## config.mk

```make
export PLATFORM = sky130hd
export DESIGN_NAME = mcpu_key_fifo_flat
export DESIGN_NICKNAME = d
export VERILOG_FILES = /design/src/rtl/mcpu_key_fifo_pkg.sv /design/src/rtl/mcpu_key_fifo_if.sv /design/src/rtl/mcpu_sync_fifo.sv /design/src/rtl/mcpu_key_fifo.sv /design/src/flat_wrapper.sv
export SDC_FILE = /design/constraint.sdc
export NUM_CORES = 1
export LEC_CHECK = 0
export CAP_MARGIN = 25
export CORE_MARGIN = 8
export CORE_UTILIZATION = 60
export CTS_BUF_LIST = sky130_fd_sc_hd__clkbuf_4 sky130_fd_sc_hd__clkbuf_8 sky130_fd_sc_hd__clkbuf_16
export DETAILED_ROUTE_END_ITERATION = 6
export DONT_BUFFER_PORTS = 1
export PLACE_DENSITY = 0.78
export REMOVE_ABC_BUFFERS = 1
export SLEW_MARGIN = 20
export SYNTH_ARGS = -nofsm -noshare
export SYNTH_HDL_FRONTEND = slang
export SYNTH_SLANG_ARGS = --single-unit
```

## constraint.sdc

```tcl
create_clock -name clk -period 3.2 [get_ports clk]
set_input_delay 0.32 -clock clk [delete_from_list [all_inputs] [get_ports clk]]
set_output_delay 0.32 -clock clk [all_outputs]
set_load 0.005 [all_outputs]
```

## src/rtl/mcpu_key_fifo_pkg.sv

```systemverilog
// Shared constants for the keyboard event FIFO.
package mcpu_key_fifo_pkg;

  // Bit of the raw keycode that means "a key is held".
  localparam int KEY_VALID_BIT = 7;

  // Width of the key code carried in each queued event.
  localparam int KEY_CODE_W = 7;

  // The output word marks a valid entry in its top bit, so the CPU can test the sign.
  function automatic int valid_bit_pos(input int data_width);
    return data_width - 1;
  endfunction

endpackage

```

## src/rtl/mcpu_key_fifo_if.sv

```systemverilog
// Bus between the CPU side and the keyboard event FIFO.
//
// Handshake: pop is a single-cycle strobe with no ready. It removes the head
// entry at the clock edge only when empty is low; a pop while empty is ignored.
// Entries are produced internally from keycode press events, so there is no
// push handshake; a press arriving while full is dropped and flagged in overflow.
interface mcpu_key_fifo_if #(
  parameter int DATA_WIDTH = 16,
  parameter int DEPTH_LOG2 = 3
);
  logic [7:0]            keycode;
  logic                  pop;
  logic                  clear;
  logic [DATA_WIDTH-1:0] data_out;
  logic                  empty;
  logic                  full;
  logic                  overflow;
  logic [DEPTH_LOG2:0]   count;

  modport master (
    output keycode, pop, clear,
    input  data_out, empty, full, overflow, count
  );

  modport slave (
    input  keycode, pop, clear,
    output data_out, empty, full, overflow, count
  );
endinterface

```

## src/rtl/mcpu_sync_fifo.sv

```systemverilog
// Generic count-based synchronous FIFO with a combinational head word.
module mcpu_sync_fifo #(
  parameter int WIDTH      = 7,
  parameter int DEPTH_LOG2 = 3
) (
  input  logic                  clk,
  input  logic                  reset,
  input  logic                  push,
  input  logic                  pop,
  input  logic                  clear,
  input  logic [WIDTH-1:0]      din,
  output logic [WIDTH-1:0]      head,
  output logic                  full,
  output logic                  empty,
  output logic [DEPTH_LOG2:0]   count
);
  localparam int DEPTH = 1 << DEPTH_LOG2;
  localparam logic [DEPTH_LOG2:0] DEPTH_CNT = (DEPTH_LOG2 + 1)'(DEPTH);

  logic [WIDTH-1:0]      mem [DEPTH];
  logic [DEPTH_LOG2-1:0] wr_ptr;
  logic [DEPTH_LOG2-1:0] rd_ptr;
  logic                  do_push;
  logic                  do_pop;

  // Full/empty come from the count so pointer equality is never ambiguous.
  assign full  = (count == DEPTH_CNT);
  assign empty = (count == '0);
  assign head  = mem[rd_ptr];

  // A pop on a full FIFO frees the slot the coincident push needs; clear wins over both.
  assign do_push = push & (~full | pop) & ~clear;
  assign do_pop  = pop & ~empty & ~clear;

  // Storage write; contents need no reset because empty masks the head.
  always_ff @(posedge clk) begin
    if (do_push) begin
      mem[wr_ptr] <= din;
    end
  end

  // Pointers wrap modulo depth; count tracks occupancy.
  always_ff @(posedge clk) begin
    if (reset || clear) begin
      wr_ptr <= '0;
      rd_ptr <= '0;
      count  <= '0;
    end else begin
      if (do_push) wr_ptr <= wr_ptr + DEPTH_LOG2'(1);
      if (do_pop)  rd_ptr <= rd_ptr + DEPTH_LOG2'(1);
      case ({do_push, do_pop})
        2'b10:   count <= count + (DEPTH_LOG2 + 1)'(1);
        2'b01:   count <= count - (DEPTH_LOG2 + 1)'(1);
        default: count <= count;
      endcase
    end
  end

endmodule

```

## src/rtl/mcpu_key_fifo.sv

```systemverilog
// Keyboard input stage: turns key presses into queued events for the CPU's Y input.
module mcpu_key_fifo
  import mcpu_key_fifo_pkg::*;
#(
  parameter int DATA_WIDTH = 16,
  parameter int DEPTH_LOG2 = 3
) (
  input  logic            clk,
  input  logic            reset,
  mcpu_key_fifo_if.slave  bus
);
  localparam int VALID_POS = valid_bit_pos(DATA_WIDTH);

  logic [7:0]            key_prev;
  logic                  press;
  logic                  drop;
  logic                  overflow_q;
  logic [KEY_CODE_W-1:0] head;

  // A press is a key going down, or a different code appearing while still held.
  assign press = bus.keycode[KEY_VALID_BIT] &
                 (~key_prev[KEY_VALID_BIT] |
                  (bus.keycode[KEY_CODE_W-1:0] != key_prev[KEY_CODE_W-1:0]));

  // An event is lost only when full and no pop makes room.
  assign drop = press & bus.full & ~bus.pop & ~bus.clear;

  // Previous keycode keeps tracking through clear so a held key is not re-reported.
  always_ff @(posedge clk) begin
    if (reset) key_prev <= 8'h00;
    else       key_prev <= bus.keycode;
  end

  // Sticky overflow flag, cleared only by reset or clear.
  always_ff @(posedge clk) begin
    if (reset || bus.clear) overflow_q <= 1'b0;
    else if (drop)          overflow_q <= 1'b1;
  end

  mcpu_sync_fifo #(
    .WIDTH      (KEY_CODE_W),
    .DEPTH_LOG2 (DEPTH_LOG2)
  ) u_fifo (
    .clk   (clk),
    .reset (reset),
    .push  (press),
    .pop   (bus.pop),
    .clear (bus.clear),
    .din   (bus.keycode[KEY_CODE_W-1:0]),
    .head  (head),
    .full  (bus.full),
    .empty (bus.empty),
    .count (bus.count)
  );

  assign bus.overflow = overflow_q;

  // Head formatting: valid flag in the top bit, code in the low bits, zero when empty.
  always_comb begin
    bus.data_out = '0;
    if (!bus.empty) begin
      bus.data_out[KEY_CODE_W-1:0] = head;
      bus.data_out[VALID_POS]      = 1'b1;
    end
  end

endmodule

```

## src/flat_wrapper.sv

```systemverilog
// flat-port wrapper written by rule: the top's interface ports become plain ports
module mcpu_key_fifo_flat import mcpu_key_fifo_pkg::*;
#(
  parameter int DATA_WIDTH = 16,
  parameter int DEPTH_LOG2 = 3
)
  (clk, reset, bus_keycode, bus_pop, bus_clear, bus_data_out, bus_empty, bus_full, bus_overflow, bus_count);
  mcpu_key_fifo_if #(.DATA_WIDTH(DATA_WIDTH), .DEPTH_LOG2(DEPTH_LOG2)) bus_i ();
  input  logic clk;
  input  logic reset;
  input wire logic [$bits(bus_i.keycode)-1:0] bus_keycode;
  input wire logic [$bits(bus_i.pop)-1:0] bus_pop;
  input wire logic [$bits(bus_i.clear)-1:0] bus_clear;
  output wire logic [$bits(bus_i.data_out)-1:0] bus_data_out;
  output wire logic [$bits(bus_i.empty)-1:0] bus_empty;
  output wire logic [$bits(bus_i.full)-1:0] bus_full;
  output wire logic [$bits(bus_i.overflow)-1:0] bus_overflow;
  output wire logic [$bits(bus_i.count)-1:0] bus_count;
  assign bus_i.keycode = bus_keycode;
  assign bus_i.pop = bus_pop;
  assign bus_i.clear = bus_clear;
  assign bus_data_out = bus_i.data_out;
  assign bus_empty = bus_i.empty;
  assign bus_full = bus_i.full;
  assign bus_overflow = bus_i.overflow;
  assign bus_count = bus_i.count;
  mcpu_key_fifo #(.DATA_WIDTH(DATA_WIDTH), .DEPTH_LOG2(DEPTH_LOG2)) u_core (.clk(clk), .reset(reset), .bus(bus_i));
endmodule
```

==> impl_results.md <==
- Run status: completed
- Rel. slew slack: 56.0%
- Area leader, netlist: edfxtp_1
- Crit-path max FO: 12
- CTS root buf: clkbuf_8
- Pwr Density: 523 nW/um^2
- Max frequency: 344 MHz
- Core Area: 5410 um^2
- I/O pin total: 35
- Fraction of layout cells with a size suffix above 1: a little under a fifth
- Critical path data arrival time: 3.19 ns
- Worst slew pin tran: 0.660 ns
- Area contributors post-synth: edfxtp_1 51%, dfxtp_1 13%, mux4_2 9.6%
- Leakage Power: 1.20 nW
- Global-route wire length before repair: 9570 um
- Post-route ant nets: 0
- Hold crit path type: in -> reg
- Num CTS Buffers: 9
- Crit-path max cell delay: 0.61 ns
- Post-Syn Instances: 212
- Reg-to-reg startpoint: u_core.u_fifo.count[0]$_SDFFE_PP0P_
- Final Util: 65.2%
- CTS H-tree depth: 3
- Crit Path Category: reg -> reg
- Req. time, crit path: 3.49 ns
- Post-CTS Setup Inserts: 0
- Vias: 1697
- Primary FF master, synth: edfxtp_1
- CP cell instances: or4b_4 -> o21a_1 -> o21ai_2 -> ha_1 -> xor2_1 -> ha_1 -> a21oi_1 -> xor2_1 -> or3_1 -> a21oi_1
- Sequential share of power: 59.7%
- Post_cts resized: 0
- All-Layer GR Usage: 15.6%
- Largest net degree at the start of global routing: 15
- FF+latch count, synth: 78
- Starting DRT DRC Count: 122
- Min Clock Period, post-route: 2.91 ns
- Critical path endpoint category: flop
- Internal reg-to-reg setup slack: 0.29 ns
- Critical Path Start Type: flop
- Total Wirelength: 6050 um
- Worst-skew pair later-pin latency: 0.35 ns
- Clk slew on worst S/H paths: 0.07 ns
- Worst setup margin: 0.294 ns
- Yosys warning total: 0
- Final GP Congestion: around 0.85
- RSZ-0062 raised after global routing: no
- Num rows: 27
- 1st-pass router iterations: 4
- Hold WS: 0.0357 ns
- Maximum vdd drop: between 0.3 and 0.4 mV
- Drc violations: 0
- Final Cycle Share: 90.8%
- Yosys top cell area share: 51.3%
- Layout Nets: 238
- Cts hold-fix bufs: 0
- Maximum root-to-sink buffer count: 2
- Final setup fails: 0
- Switch share: about a fifth
- Finished Cell Area: 3530 um^2
- Reg area: 2120 um^2
- Pint: 0.00148 W
- Die Area: around 8100 um^2
- Max-cap viol count: 0
- Multi-input logic area: roughly 1000 um^2
- Die X: 89.9 um
- Vias in the first global route: roughly 1800
- Asr flop ratio synth: 0%
- Slowest cell on crit path: or4b_4
- Power share of the clock group: 37.1%
- TritonCTS clock tree: built
- Area delta synth->final: 7.64%
- Post-DP HPWL: 4120 um
- DIE HEIGHT: between 80 and 90 um
- Post-synth EDFFs: 56
- Final clock skew: 0.00925 ns
- Hold wc startpoint: reset
- Placed inst area: 3340 um^2
- Avg Inst Size Synth: 15.5 um^2
- Initial antenna violation count: 0
- Fillers: 389
- Synthesized cell area: 3280 um^2
- FF-to-FF End: u_core.u_fifo.count[2]$_SDFFE_PP0P_
- Place WS: 0.337 ns
- Library cells used by synthesis: 38
- Slew Viols, Final: 0
- TNS Setup: 0 ns
- Starting Density: 60.6%
- Port bufs: 0
- Combinational power share: 3.3%
- Worst-case reg-to-reg path depth: 10
- Fin. Hold Viols: 0
- WHS Endpoint: u_core.key_prev[3]$_SDFF_PP0_
- Total clock sinks: 78
- Wire per inst: 20.4 um
- Sw Pwr: 0.000364 W
- Hold Crit Depth: 1
- Ant. Diodes: 0
- Global route total overflow: 0
- Post-synthesis sequential area ratio: between 60% and 70%
- Via density: 5.71
## final cells by class
type                    count  area share, %
repair buffers             10           2.13
inverters                   4          0.426
clock buffers              10           3.73
well taps                  72           2.56
multi-input cells         118           29.5
flip-flops and latches     78           60.2
clock inverters             5           1.45
## cell families after synthesis
| family | Yosys count | synth area share (%) |
|---|---|---|
| AND/OR/NAND/NOR | 53 | 9.17 |
| XOR/XNOR | 12 | 3.21 |
| other | 1 | 0.114 |
| adder cells (fa/ha/maj) | 5 | 1.91 |
| buffers and inverters | 23 | 4.24 |
| multiplexers | 27 | 13.6 |
| AO/OA/AOI/OAI | 13 | 2.98 |
| flip-flops | 78 | 64.8 |
## state kept, by name, summed over array words and instances (netlist names), named ones only
name	cells
u_core.u_fifo.wr_ptr	3
u_core.u_fifo.rd_ptr	3
u_core.key_prev	8
u_core.u_fifo.count	4
u_core.u_fifo.mem	56
u_core.bus.overflow	1
## synth_stat cells, types with 2 or more instances
library cell / instances
a21oi_1: 4
nand4_1: 2
buf_6: 2
nor2_1: 16
nand2_1: 7
buf_4: 9
nor3_1: 2
o21a_1: 2
nand2b_1: 2
mux4_2: 14
nor2b_1: 9
buf_1: 2
mux2i_1: 13
xor2_1: 4
buf_2: 3
clkbuf_1: 3
dfxtp_1: 22
or3_1: 3
nor4_1: 2
edfxtp_1: 56
ha_1: 5
nor4b_1: 4
xnor2_1: 8
inv_1: 4
## metrics by stage
| stage | total power, W | std cells |
|---|---|---|
| floorplan | 0.00117 | 200 |
| global placement | 0.00118 | 282 |
| detailed placement | 0.00118 | 282 |
| CTS | 0.00186 | 297 |
| global route | 0.00190 | 297 |
| finish | 0.00184 | 297 |
## how the worst max path moves through the flow
stage | startpoint | endpoint | slack, ns | depth (start not counted)
finish | u_core.u_fifo.count[0]$_SDFFE_PP0P_ | u_core.u_fifo.count[2]$_SDFFE_PP0P_ | 0.29 | 10
global route | u_core.u_fifo.count[0]$_SDFFE_PP0P_ | u_core.u_fifo.count[2]$_SDFFE_PP0P_ | 0.11 | 10
CTS | u_core.u_fifo.count[0]$_SDFFE_PP0P_ | u_core.u_fifo.count[2]$_SDFFE_PP0P_ | 0.30 | 10
detailed placement | u_core.u_fifo.count[0]$_SDFFE_PP0P_ | u_core.u_fifo.count[2]$_SDFFE_PP0P_ | 0.34 | 10
global placement | u_core.u_fifo.count[0]$_SDFFE_PP0P_ | u_core.u_fifo.count[2]$_SDFFE_PP0P_ | 0.51 | 10
floorplan | u_core.u_fifo.count[0]$_SDFFE_PP0P_ | u_core.u_fifo.count[2]$_SDFFE_PP0P_ | 0.60 | 10
## layer usage
layer / track usage [%] / share of wire (%)
met1: 16.5 / 38
met2: 26.1 / 50
met3: 7.65 / 9.9
met4: 5.83 / 1.5
met5: 0 / 0
## worst max-delay path, delay by kind of cell (launching register included)
| family | cells | cell delay, ns |
|---|---|---|
| xor gates and xnor gates | 2 | 0.37 |
| adders and majority gates | 2 | 0.53 |
| AOI/OAI and AO/OA | 4 | 0.60 |
| and+or+nand+nor | 2 | 0.93 |
| DFF | 1 | 0.42 |
## power by group through the flow
stage	clock (W)	combinational, W	sequential [W]
after global placement	0	0.0000571	0.00112
after CTS	0.000696	0.0000609	0.00110
after floorplan	0	0.0000456	0.00112
final	0.000684	0.0000605	0.00110
after detailed placement	0	0.0000604	0.00112
after global routing	0.000735	0.0000679	0.00110
## cell usage in the layout, fill, tap and decap left out, types with 5 or more instances in the layout
master / n
buf_4: 10
clkbuf_8: 9
conb_1: 8
dfxtp_1: 22
edfxtp_1: 56
ha_1: 5
mux2i_1: 13
mux4_2: 14
nand2_1: 7
nor2_1: 16
nor2b_1: 9
xnor2_1: 8
(Power assumes the default switching activity.)
